File: config.mk
export PLATFORM = sky130hd
export DESIGN_NAME = mux_arbiter
export DESIGN_NICKNAME = d
export VERILOG_FILES = /design/src/rtl/mux_arbiter.sv
export SDC_FILE = /design/constraint.sdc
export NUM_CORES = 1
export LEC_CHECK = 0
export CAP_MARGIN = 20
export CORE_MARGIN = 5
export CORE_UTILIZATION = 54
export CTS_CLUSTER_DIAMETER = 40
export CTS_CLUSTER_SIZE = 10
export DETAILED_ROUTE_END_ITERATION = 8
export GPL_ROUTABILITY_DRIVEN = 0
export PLACE_DENSITY_LB_ADDON = 0.3
export SETUP_SLACK_MARGIN = 0.1
export SLEW_MARGIN = 20
export SYNTH_ARGS = -nofsm -noshare
export SYNTH_HDL_FRONTEND = slang
export SYNTH_SLANG_ARGS = --single-unit
File: constraint.sdc
create_clock -name clk -period 3.9 [get_ports clk]
set_input_delay 0.585 -clock clk [delete_from_list [all_inputs] [get_ports clk]]
set_output_delay 0.585 -clock clk [all_outputs]
set_load 0.005 [all_outputs]
File: src/rtl/mux_arbiter.sv
// Round-robin arbiter/sequencer granting a 4:1 bit mux to one requester per bounded burst.
// Latency: grant one edge after a request is seen in IDLE; first beat one edge after grant; all outputs registered.
// Backpressure: owner holds the channel while req[owner] stays high (max MAX_BURST beats); dropping req ends the burst.
module mux_arbiter #(
    parameter int MAX_BURST = 4
) (
    input  logic       clk,
    input  logic       reset_n,
    input  logic [3:0] req,
    input  logic       in0,
    input  logic       in1,
    input  logic       in2,
    input  logic       in3,
    output logic [3:0] gnt,
    output logic       address0,
    output logic       address1,
    output logic       out,
    output logic       out_valid,
    output logic       busy
);

    typedef enum logic [1:0] {
        IDLE  = 2'd0,
        GRANT = 2'd1,
        GAP   = 2'd2
    } state_t;

    // Final beat index of a full burst; the counter counts beats already taken.
    localparam logic [3:0] LAST_BEAT = 4'(MAX_BURST - 1);

    state_t     state_q, state_d;
    logic [1:0] owner_q, owner_d;
    logic [1:0] ptr_q, ptr_d;
    logic [3:0] cnt_q, cnt_d;
    logic [3:0] gnt_q, gnt_d;
    logic       out_q, out_d;
    logic       out_valid_q, out_valid_d;

    logic [3:0] din;
    logic [1:0] winner;
    logic       win_vld;
    logic [1:0] idx;

    // Round-robin search starting at ptr; scanning downwards leaves the closest requester as winner.
    always_comb begin
        din     = {in3, in2, in1, in0};
        winner  = ptr_q;
        win_vld = 1'b0;
        idx     = ptr_q;
        for (int i = 3; i >= 0; i--) begin
            idx = ptr_q + 2'(i);
            if (req[idx]) begin
                winner  = idx;
                win_vld = 1'b1;
            end
        end
    end

    // Next-state and registered-output logic; defaults hold everything except the beat strobe.
    always_comb begin
        state_d     = state_q;
        owner_d     = owner_q;
        ptr_d       = ptr_q;
        cnt_d       = cnt_q;
        gnt_d       = gnt_q;
        out_d       = out_q;
        out_valid_d = 1'b0;
        case (state_q)
            IDLE: begin
                if (win_vld) begin
                    owner_d = winner;
                    gnt_d   = 4'b0001 << winner;
                    cnt_d   = 4'd0;
                    state_d = GRANT;
                end
            end
            GRANT: begin
                if (req[owner_q]) begin
                    out_d       = din[owner_q];
                    out_valid_d = 1'b1;
                    cnt_d       = cnt_q + 4'd1;
                end
                // Release on a dropped request or after the last allowed beat.
                if (!req[owner_q] || (cnt_q == LAST_BEAT)) begin
                    gnt_d   = 4'b0000;
                    ptr_d   = owner_q + 2'd1;
                    state_d = GAP;
                end
            end
            GAP: begin
                state_d = IDLE;
            end
            default: begin
                state_d = IDLE;
                gnt_d   = 4'b0000;
            end
        endcase
    end

    // State and output registers; reset aborts any burst immediately.
    always_ff @(posedge clk or negedge reset_n) begin
        if (!reset_n) begin
            state_q     <= IDLE;
            owner_q     <= 2'd0;
            ptr_q       <= 2'd0;
            cnt_q       <= 4'd0;
            gnt_q       <= 4'b0000;
            out_q       <= 1'b0;
            out_valid_q <= 1'b0;
        end else begin
            state_q     <= state_d;
            owner_q     <= owner_d;
            ptr_q       <= ptr_d;
            cnt_q       <= cnt_d;
            gnt_q       <= gnt_d;
            out_q       <= out_d;
            out_valid_q <= out_valid_d;
        end
    end

    assign gnt       = gnt_q;
    assign address0  = owner_q[0];
    assign address1  = owner_q[1];
    assign out       = out_q;
    assign out_valid = out_valid_q;
    assign busy      = (state_q == GRANT) || (state_q == GAP);

endmodule

# --- Word level (Yosys, flattened, before mapping) ---
# Cells that the tools add are included.
classes:
  n_addsub: 5
  order_cmp: 5
  eq_ne: 6
  shift: 1
  muxes: 31
  n_bitwise: 1
  n_reduce_logical: 11
ops:
  columns: ["operator", "n"]
  rows:
  - ["$mux 4", 4]
  - ["$lt 2x3->1 const B", 5]
  - ["$bmux 1 s2", 6]
  - ["$mux 1", 12]
  - ["$mux 2", 6]
  - ["$pmux 4 s3", 1]
  - ["$pmux 4 s2", 1]
  - ["$reduce_and 2->1", 4]
  - ["$ne 2x2->1 const B", 3]
  - ["$reduce_and 3->1", 2]
  - ["$add 2x1->2 const B", 2]
  - ["$add 2x2->2 const B", 2]
  - ["$add 4x1->4 const B", 1]
  - ["$eq 4x2->1 const B", 1]
  - ["$pmux 2 s2", 1]
  - ["$shl 1x2->4 const A", 1]
  - ["$eq 2x1->1 const B", 1]
  - ["$eq 2x2->1 const B", 1]
  - ["$logic_not 2->1", 1]
  - ["$logic_or 1x1->1", 2]
  - ["$reduce_bool 2->1", 1]
  - ["$logic_not 1->1", 1]
  - ["$not 1->1", 1]
word_totals:
  ff_bits: 16
  output_inout_bits: 9
  wordCells: 67

# --- Depth between registers and ports, before layout ---
# Gate-level depths: netlist of the first run.
depth:
  word_depth: 10
  mapped_depth: 7

# --- Worst setup path after synthesis of the first run ---
# No wires, ideal clock.
synth_path:
  path_kind: "input -> register"
  startpoint: "in req[3]"
  endpoint: "reg gnt_q[1] (netlist: gnt[1])"
  arrival_ns: 2.047
  t_required_ns: 3.779
  slack_ns: 1.732
  stages: 5
  path_cell_list: "buf_2 > mux4_2 > and3_4 > or3_4 > a22o_1"
synth_via:
  elab_chain_cells: 9
  word_cells_on_any_way: 26
  classes_between: "eq/ne (2); shift (1); mux (20); reduce/logical (3)"
synth_lines:
  columns: ["element", "line_no", "rtl"]
  rows:
  - ["start, declared", "9", "input logic [3:0] req,"]
  - ["$bmux 1 s2", "52", "if (req[idx]) begin"]
  - ["$mux 1 (not written as such)", "52", null]
  - ["$mux 2 (4 in a row)", "52", null]
  - ["$shl 1x2->4", "72", "gnt_d = 4'b0001 << winner;"]
  - ["$mux 4", "70", "if (win_vld) begin"]
  - ["$pmux 4 s3", "68", "case (state_q)"]
  - ["end signal, assigned", "115", "gnt_q <= gnt_d;"]
  - ["end, declared", "35", "logic [3:0] gnt_q, gnt_d;"]
# Parallel ways exist; a longest one is shown, timed or not. The select of a mux whose other input is x is not followed.
# A chain may end at the register's enable or synchronous reset.

# --- Final worst setup path of the first run ---
# Ends and elaborated chain as after synthesis.

==> results of run 1 <==
cell type report:
class / count / area [um2] / share of cell area
inverter: 5 / 18.8 / 0.0156
tap: 25 / 31.3 / 0.0260
clock buffer: 4 / 36.3 / 0.0302
sequential: 16 / 400 / 0.333
multi-input combinational: 69 / 534 / 0.445
timing repair buffer: 18 / 180 / 0.150
worst max path at each step:
stage                     cells past startpoint                    to  slack [ps]  startpoint
after floorplan                               5    gnt[1]$_DFFE_PN0P_        1730      req[3]
after global placement                        5    gnt[1]$_DFFE_PN0P_        1280      req[3]
after detailed placement                      5    gnt[1]$_DFFE_PN0P_        1230      req[3]
after CTS                                     5    gnt[1]$_DFFE_PN0P_        1530      req[3]
after global routing                          5  cnt_q[0]$_DFFE_PN0P_        1460      req[3]
final                                         5    gnt[1]$_DFFE_PN0P_        1510      req[3]
layout by cell type (no fill, tap or decap), types with 3 or more instances in the layout:
cell type / Yosys / layout
clkdlybuf4s50_1: 0 / 18
dfrtp_1: 16 / 16
nor2_1: 7 / 7
inv_1: 5 / 5
nor2b_1: 4 / 4
ha_1: 4 / 4
nor4_1: 3 / 3
a22o_1: 3 / 3
nor3_1: 3 / 3
o21ai_0: 3 / 3
a21oi_1: 3 / 3
nand2_1: 3 / 3
clkbuf_4: 0 / 3
through the flow:
| stage | hold WS [ps] | utilization | instance area, um2 |
|---|---|---|---|
| 6_report | 519 | 0.703 | 1200 |
| 5_1_grt | 554 | 0.703 | 1200 |
| 4_1_cts | 527 | 0.703 | 1200 |
| 3_5_place_dp | 492 | 0.682 | 1160 |
| 3_3_place_gp | 481 | 0.682 | 1160 |
| 2_1_floorplan | 289 | - | 970 |
synth_stat cells:
master and number:
dfrtp_1 16, nor2_1 7, inv_1 5, ha_1 4, nor2b_1 4, a21oi_1 3, a22o_1 3, nand2_1 3
nor3_1 3, nor4_1 3, o21ai_0 3, a211oi_1 2, a21boi_0 2, mux2_2 2, nand4_1 2, o21a_1 2
o21bai_1 2, o2bb2ai_1 2, o31ai_1 2, a21o_1 1, a31oi_1 1, a32o_1 1, and2_0 1, and2_2 1
and3_4 1, and3b_1 1, buf_2 1, buf_4 1, clkbuf_1 1, mux4_1 1, mux4_2 1, o21ba_2 1
o22a_1 1, o22a_2 1, o311ai_0 1, o41ai_1 1, or3_1 1, or3_4 1, or3b_2 1, or4_1 1
xnor2_1 1, xor2_1 1
power breakdown:
group	switching, mW	leakage, nW	total, mW	internal [mW]
combinational	0.215	0.274	0.486	0.271
clock	0.0530	0.0210	0.110	0.0569
sequential	0.0719	0.204	0.310	0.238
state kept, by name (all words and copies together), names as in the netlist:
register	count
cnt_q	4
gnt	4
owner_q	2
ptr_q	2
state_q	2
out	1
out_valid	1
worst max-delay path: cells and delay by family:
family          cells  cell delay [ps]
compound gates      1              240
buf+inv             1              530
mux                 1              630
simple gates        2              580
layer usage:
metal / global-route usage / part of all wire / vias to the layer above
met5: 0 / 0 / -
met4: 0.0681 / 0.012 / 0
met3: 0.0427 / 0.050 / 4
met2: 0.283 / 0.47 / 30
met1: 0.218 / 0.47 / 393
li1: - / - / 392
cells by family after synthesis:
family	synth area share
buffers and inverters	0.0361
DFF	0.413
adders and majority gates	0.0516
xor gates and xnor gates	0.0181
and+or+nand+nor	0.182
AOI/OAI and AO/OA	0.226
muxes	0.0736
==> metrics.csv, run 1 <==
stage;metric;value;unit
sta;max_freq;419;MHz
sta;fin_crit;2390;ps
synth;synth_area;970;um2
power_and_ir_drop;p_per_area;754;mW/mm2
critical_path;crit_chain;clkdlybuf4s50_1 > mux4_2 > and3_4 > or3_4 > a22o_1;
synth;synth_cell_types;42;
route;wl;2.10;mm
sta;maxSlewViolCount;0;
global_routing;grt_pass1_wl;3.57;mm
route;viasPerCell;5.98;
clock_tree;clk_pin_slew;90;ps
route;ant_nets;0;
clock_tree;ctsHoldBuffers;0;
job;drv_cap;0;
synth;syn_nets;107;
hold_path;hp-class;register to register;
sta;setup_viol;0;
floorplan;core-area;0.00171;mm2
synth;ys_ff_latch;16;
floorplan;fp.dieW;52.4;um
critical_path;r2r_slack;1800;ps
power_and_ir_drop;leakage;0.499;nW
route;num_vias;819;
place;dp_cells;133;
sta;timing_hold_violations_final;0;
place;dp_hpwl;1.57;mm
synth;syn-mean-instance-area;10.4;um2
power_and_ir_drop;vdd_drop_max;0.452;mV
cells_and_area;fillers;127;
sta;tns;0;ps
clock_tree;cts.sinks;16;
outcome;status;finished, final reports clean;
clock_tree;cts_buffers;3;
route;drtIter0Drc;22;
sta;worst_pin_slew;721;ps
sta;max-slew-margin-rel;0.518;
global_routing;antenna_found_initial;0;
critical_path;cp.arrival;2570;ps
sta;fin_crit_sh;0.612;
cells_and_area;fin_nets;127;
global_routing;grt_pass1_vias;840;
critical_path;critPathKind;primary input to register;
critical_path;critPathSlowestCell;mux4_2;
cells_and_area;fin_cells;137;
cells_and_area;drive_gt1_frac;0.116;
cells_and_area;area_delta_synth_final;23.9;%
clock_tree;cts.htree.levels;1;
critical_path;worstPathMaxFanout;9;
sta;setup_slack;1510;ps
synth;yosys_warnings;0;
synth;yosysTopAreaCell;dfrtp_1;
clock_tree;cts_resized;0;
sta;skew;0.610;ps
floorplan;die_h;52.4;um
sta;rsz0062_at_grt;no;
critical_path;setup.worst_path.start_class;primary input;
floorplan;die_area;0.00274;mm2
critical_path;reg2reg_depth;4;
synth;synth_area_leaders;dfrtp_1, ha_1, mux4_1;
synth;synthCells;93;
hold_path;worstHoldStart;gnt[3]$_DFFE_PN0P_;
hold_path;hold-path-cell-count;1;
clock_tree;clock_path_buffers;2;
floorplan;start_util;0.568;
cells_and_area;n_antenna_cell;0;
clock_tree;worst_skew_pair.late_latency;280;ps
critical_path;end_kind;register;
clock_tree;cts_tree;built;
route;first_pass_iters;4;
global_routing;grt_max_degree;17;
route;wl_per_cell;15.3;um
critical_path;required;4080;ps
global_routing;grt-ovfl-total;0;
clock_tree;post_cts.repair.setup_buffers;0;
place;dp_slack;1230;ps
power_and_ir_drop;total_power;0.906;mW
synth;synth_top_area_frac;0.413;
floorplan;rows;15;
clock_tree;cts_root_buffer;clkbuf_4;
route;drcViolationCount;0;
synth;seq_area_frac_synth;0.413;
hold_path;hold_path_end;gnt[3]$_DFFE_PN0P_;
place;port_buffers;18;
critical_path;rr_endpoint;gnt[1]$_DFFE_PN0P_;
global_routing;grtUsageTotal;0.174;
critical_path;cpPeakStageDelay;630;ps
floorplan;io_pins;19;
critical_path;reg2reg_from;owner_q[0]$_DFFE_PN0P_;
(Power assumes the default switching activity.)
==> inputs of run 2 (changes only) <==
--- a/config.mk
+++ b/config.mk
@@ -7,7 +7,7 @@
 export LEC_CHECK = 0
 export CAP_MARGIN = 20
 export CORE_MARGIN = 5
-export CORE_UTILIZATION = 54
+export CORE_UTILIZATION = 50
 export CTS_CLUSTER_DIAMETER = 40
 export CTS_CLUSTER_SIZE = 10
 export DETAILED_ROUTE_END_ITERATION = 8
==> constraint.sdc (replaced) <==
create_clock -name clk -period 2.3 [get_ports clk]
set_input_delay 0.345 -clock clk [delete_from_list [all_inputs] [get_ports clk]]
set_output_delay 0.345 -clock clk [all_outputs]
set_load 0.005 [all_outputs]
==> metrics.csv, run 2 (synthesis results as in run 1) <==
stage;metric;value;unit;change
outcome;status;finished, final reports clean;;
floorplan;fp.dieW;54.0;um;+3.2%
floorplan;die_h;54.0;um;+3.2%
place;port_buffers;18;;unchanged
clock_tree;ctsHoldBuffers;0;;unchanged
critical_path;rr_endpoint;gnt[0]$_DFFE_PN0P_;;
route;viasPerCell;5.59;;-6.5%
critical_path;setup.worst_path.start_class;register;;
critical_path;reg2reg_depth;5;;+1
route;ant_nets;0;;unchanged
power_and_ir_drop;internal-power;0.986;mW;+74%
power_and_ir_drop;combPwrFrac;0.541;;+0.004
route;drcViolationCount;0;;unchanged
power_and_ir_drop;vdd_drop_max;0.722;mV;+60%
sta;fin_crit_sh;0.878;;
critical_path;reg2reg_from;cnt_q[0]$_DFFE_PN0P_;;
route;wl_per_cell;14.6;um;-5.1%
hold_path;hp-class;primary input to async pin;;
cells_and_area;layout_common_cells;clkdlybuf4s50_1, dfrtp_1, nor2_1, buf_4, inv_1;;
clock_tree;post_cts.repair.setup_buffers;0;;unchanged
critical_path;cp-endpoint;gnt[0]$_DFFE_PN0P_;;
clock_tree;cts.sinks;16;;unchanged
sta;tns;0;ps;unchanged
route;wl;2.13;mm;+1.1%
cells_and_area;drive_gt1_frac;0.168;;+0.0520
floorplan;rows;16;;+1
route;drtIter0Drc;5;;-77%
critical_path;critPathKind;register to register;;
clock_tree;cts_tree;built;;
sta;worst_pin_slew;716;ps;-5.44 ps
clock_tree;cts_root_buffer;clkbuf_4;;
sta;rsz0062_at_grt;no;;
critical_path;required;2530;ps;-1550 ps
cells_and_area;fin_cells;146;;+6.6%
route;first_pass_iters;4;;unchanged
sta;setup_slack;281;ps;-1230 ps
floorplan;core-area;0.00190;mm2;+11%
place;dp_cells;142;;+6.8%
cells_and_area;fin_util;0.661;;-0.0428
sta;maxSlewViolCount;0;;unchanged
global_routing;grt-ovfl-total;0;;unchanged
route;num_vias;816;;-0.37%
power_and_ir_drop;power_frac_seq;0.337;;-0.005
global_routing;grt_pass1_wl;3.68;mm;+3.3%
sta;timing_hold_violations_final;0;;unchanged
clock_tree;cts.htree.levels;1;;unchanged
power_and_ir_drop;p_switching;0.571;mW;+68%
place;placed_area;0.00122;mm2;+4.7%
global_routing;grt_pass1_vias;864;;+2.9%
power_and_ir_drop;leakage;0.533;nW;+6.8%
clock_tree;cts_buffers;3;;unchanged
floorplan;start_util;0.510;;-0.0579
power_and_ir_drop;p_clk_frac;0.122;;about the same
job;drv_cap;0;;unchanged
sta;fin_crit;2020;ps;
critical_path;cp.arrival;2250;ps;-320 ps
cells_and_area;n_antenna_cell;0;;unchanged
floorplan;io_pins;19;;unchanged
sta;max_freq;495;MHz;
power_and_ir_drop;switching_share;0.367;;-0.00882
sta;setup_viol;0;;unchanged
sta;max-slew-margin-rel;0.521;;+0.00364
clock_tree;clock_path_buffers;2;;unchanged
place;dp_slack;130;ps;-1100 ps
power_and_ir_drop;p_per_area;1240;mW/mm2;+64%
critical_path;crit_start;cnt_q[0]$_DFFE_PN0P_;;
cells_and_area;fin_nets;134;;+5.5%
critical_path;worstPathMaxFanout;5;;-4
clock_tree;worst_skew_pair.late_latency;290;ps;about the same
global_routing;antenna_found_initial;0;;unchanged
global_routing;grt_max_degree;17;;unchanged
critical_path;end_kind;register;;
clock_tree;clk_pin_slew;100;ps;about the same
clock_tree;cts_resized;0;;unchanged
critical_path;r2r_slack;280;ps;-1520 ps
place;dp_hpwl;1.64;mm;+4.5%
global_routing;grtUsageTotal;0.178;;+0.00449
cells_and_area;final_area;0.00126;mm2;+4.6%
cells_and_area;area_delta_synth_final;29.5;%;
sta;skew;6.54;ps;+5.93 ps
cells_and_area;layout.cells.most_common;clkdlybuf4s50_1;;
floorplan;die_area;0.00292;mm2;+6.5%
==> run 2: changes by cell type in the layout (fill, tap and decap cells not counted), sizes merged <==
cell,previous run,this run
buf,0,7
==> run 2: area by class of cell <==
class / instances / area (um2)
flip-flops and latches: 16 / 400
inverters: 5 / 18.8
repair buffers: 25 / 233
multi-input cells: 69 / 534
fillers: 156 / 646
well taps: 27 / 33.8
clock buffers: 4 / 36.3
==> run 2: metal layers <==
| metal | wire, um | vias to the layer above | GRT usage |
|---|---|---|---|
| met1 | 971 | 379 | 0.221 |
| met4 | 34 | 0 | 0.0871 |
| li1 | - | 405 | - |
| met2 | 962 | 28 | 0.286 |
| met3 | 156 | 4 | 0.0443 |
| met5 | 0 | - | 0 |
==> run 2: how the worst min path moves through the flow <==
stage                            start              endpoint  slack, ps  depth (start not counted)
floorplan                      reset_n  cnt_q[0]$_DFFE_PN0P_         50                          0
CTS                 gnt[3]$_DFFE_PN0P_    gnt[3]$_DFFE_PN0P_        500                          1
global placement       out$_DFFE_PN0P_       out$_DFFE_PN0P_        490                          1
global route                   reset_n  ptr_q[1]$_DFFE_PN0P_        540                          1
detailed placement  gnt[3]$_DFFE_PN0P_    gnt[3]$_DFFE_PN0P_        480                          1
finish                         reset_n  ptr_q[1]$_DFFE_PN0P_        470                          1
==> run 2: critical path: stages (launching register included) <==
cell     delay, ps
dfrtp_1        420
ha_1           210
or3b_2         480
and3_4         220
nor4_1         410
a32o_1         230
==> run 2: power by group through the flow <==
| stage | Combinational [mW] | Sequential [mW] | Clock [mW] |
|---|---|---|---|
| final | 0.843 | 0.525 | 0.190 |
| after global routing | 0.943 | 0.544 | 0.206 |
| after CTS | 0.851 | 0.527 | 0.194 |
| after detailed placement | 0.846 | 0.529 | 0 |
| after global placement | 0.829 | 0.525 | 0 |
| after floorplan | 0.554 | 0.495 | 0 |
==> run 2: per-stage QoR <==
stage          hold slack, ps  power [mW]
2_1_floorplan            49.4        1.05
3_3_place_gp              489        1.35
3_5_place_dp              476        1.38
4_1_cts                   505        1.57
5_1_grt                   543        1.69
6_report                  470        1.56
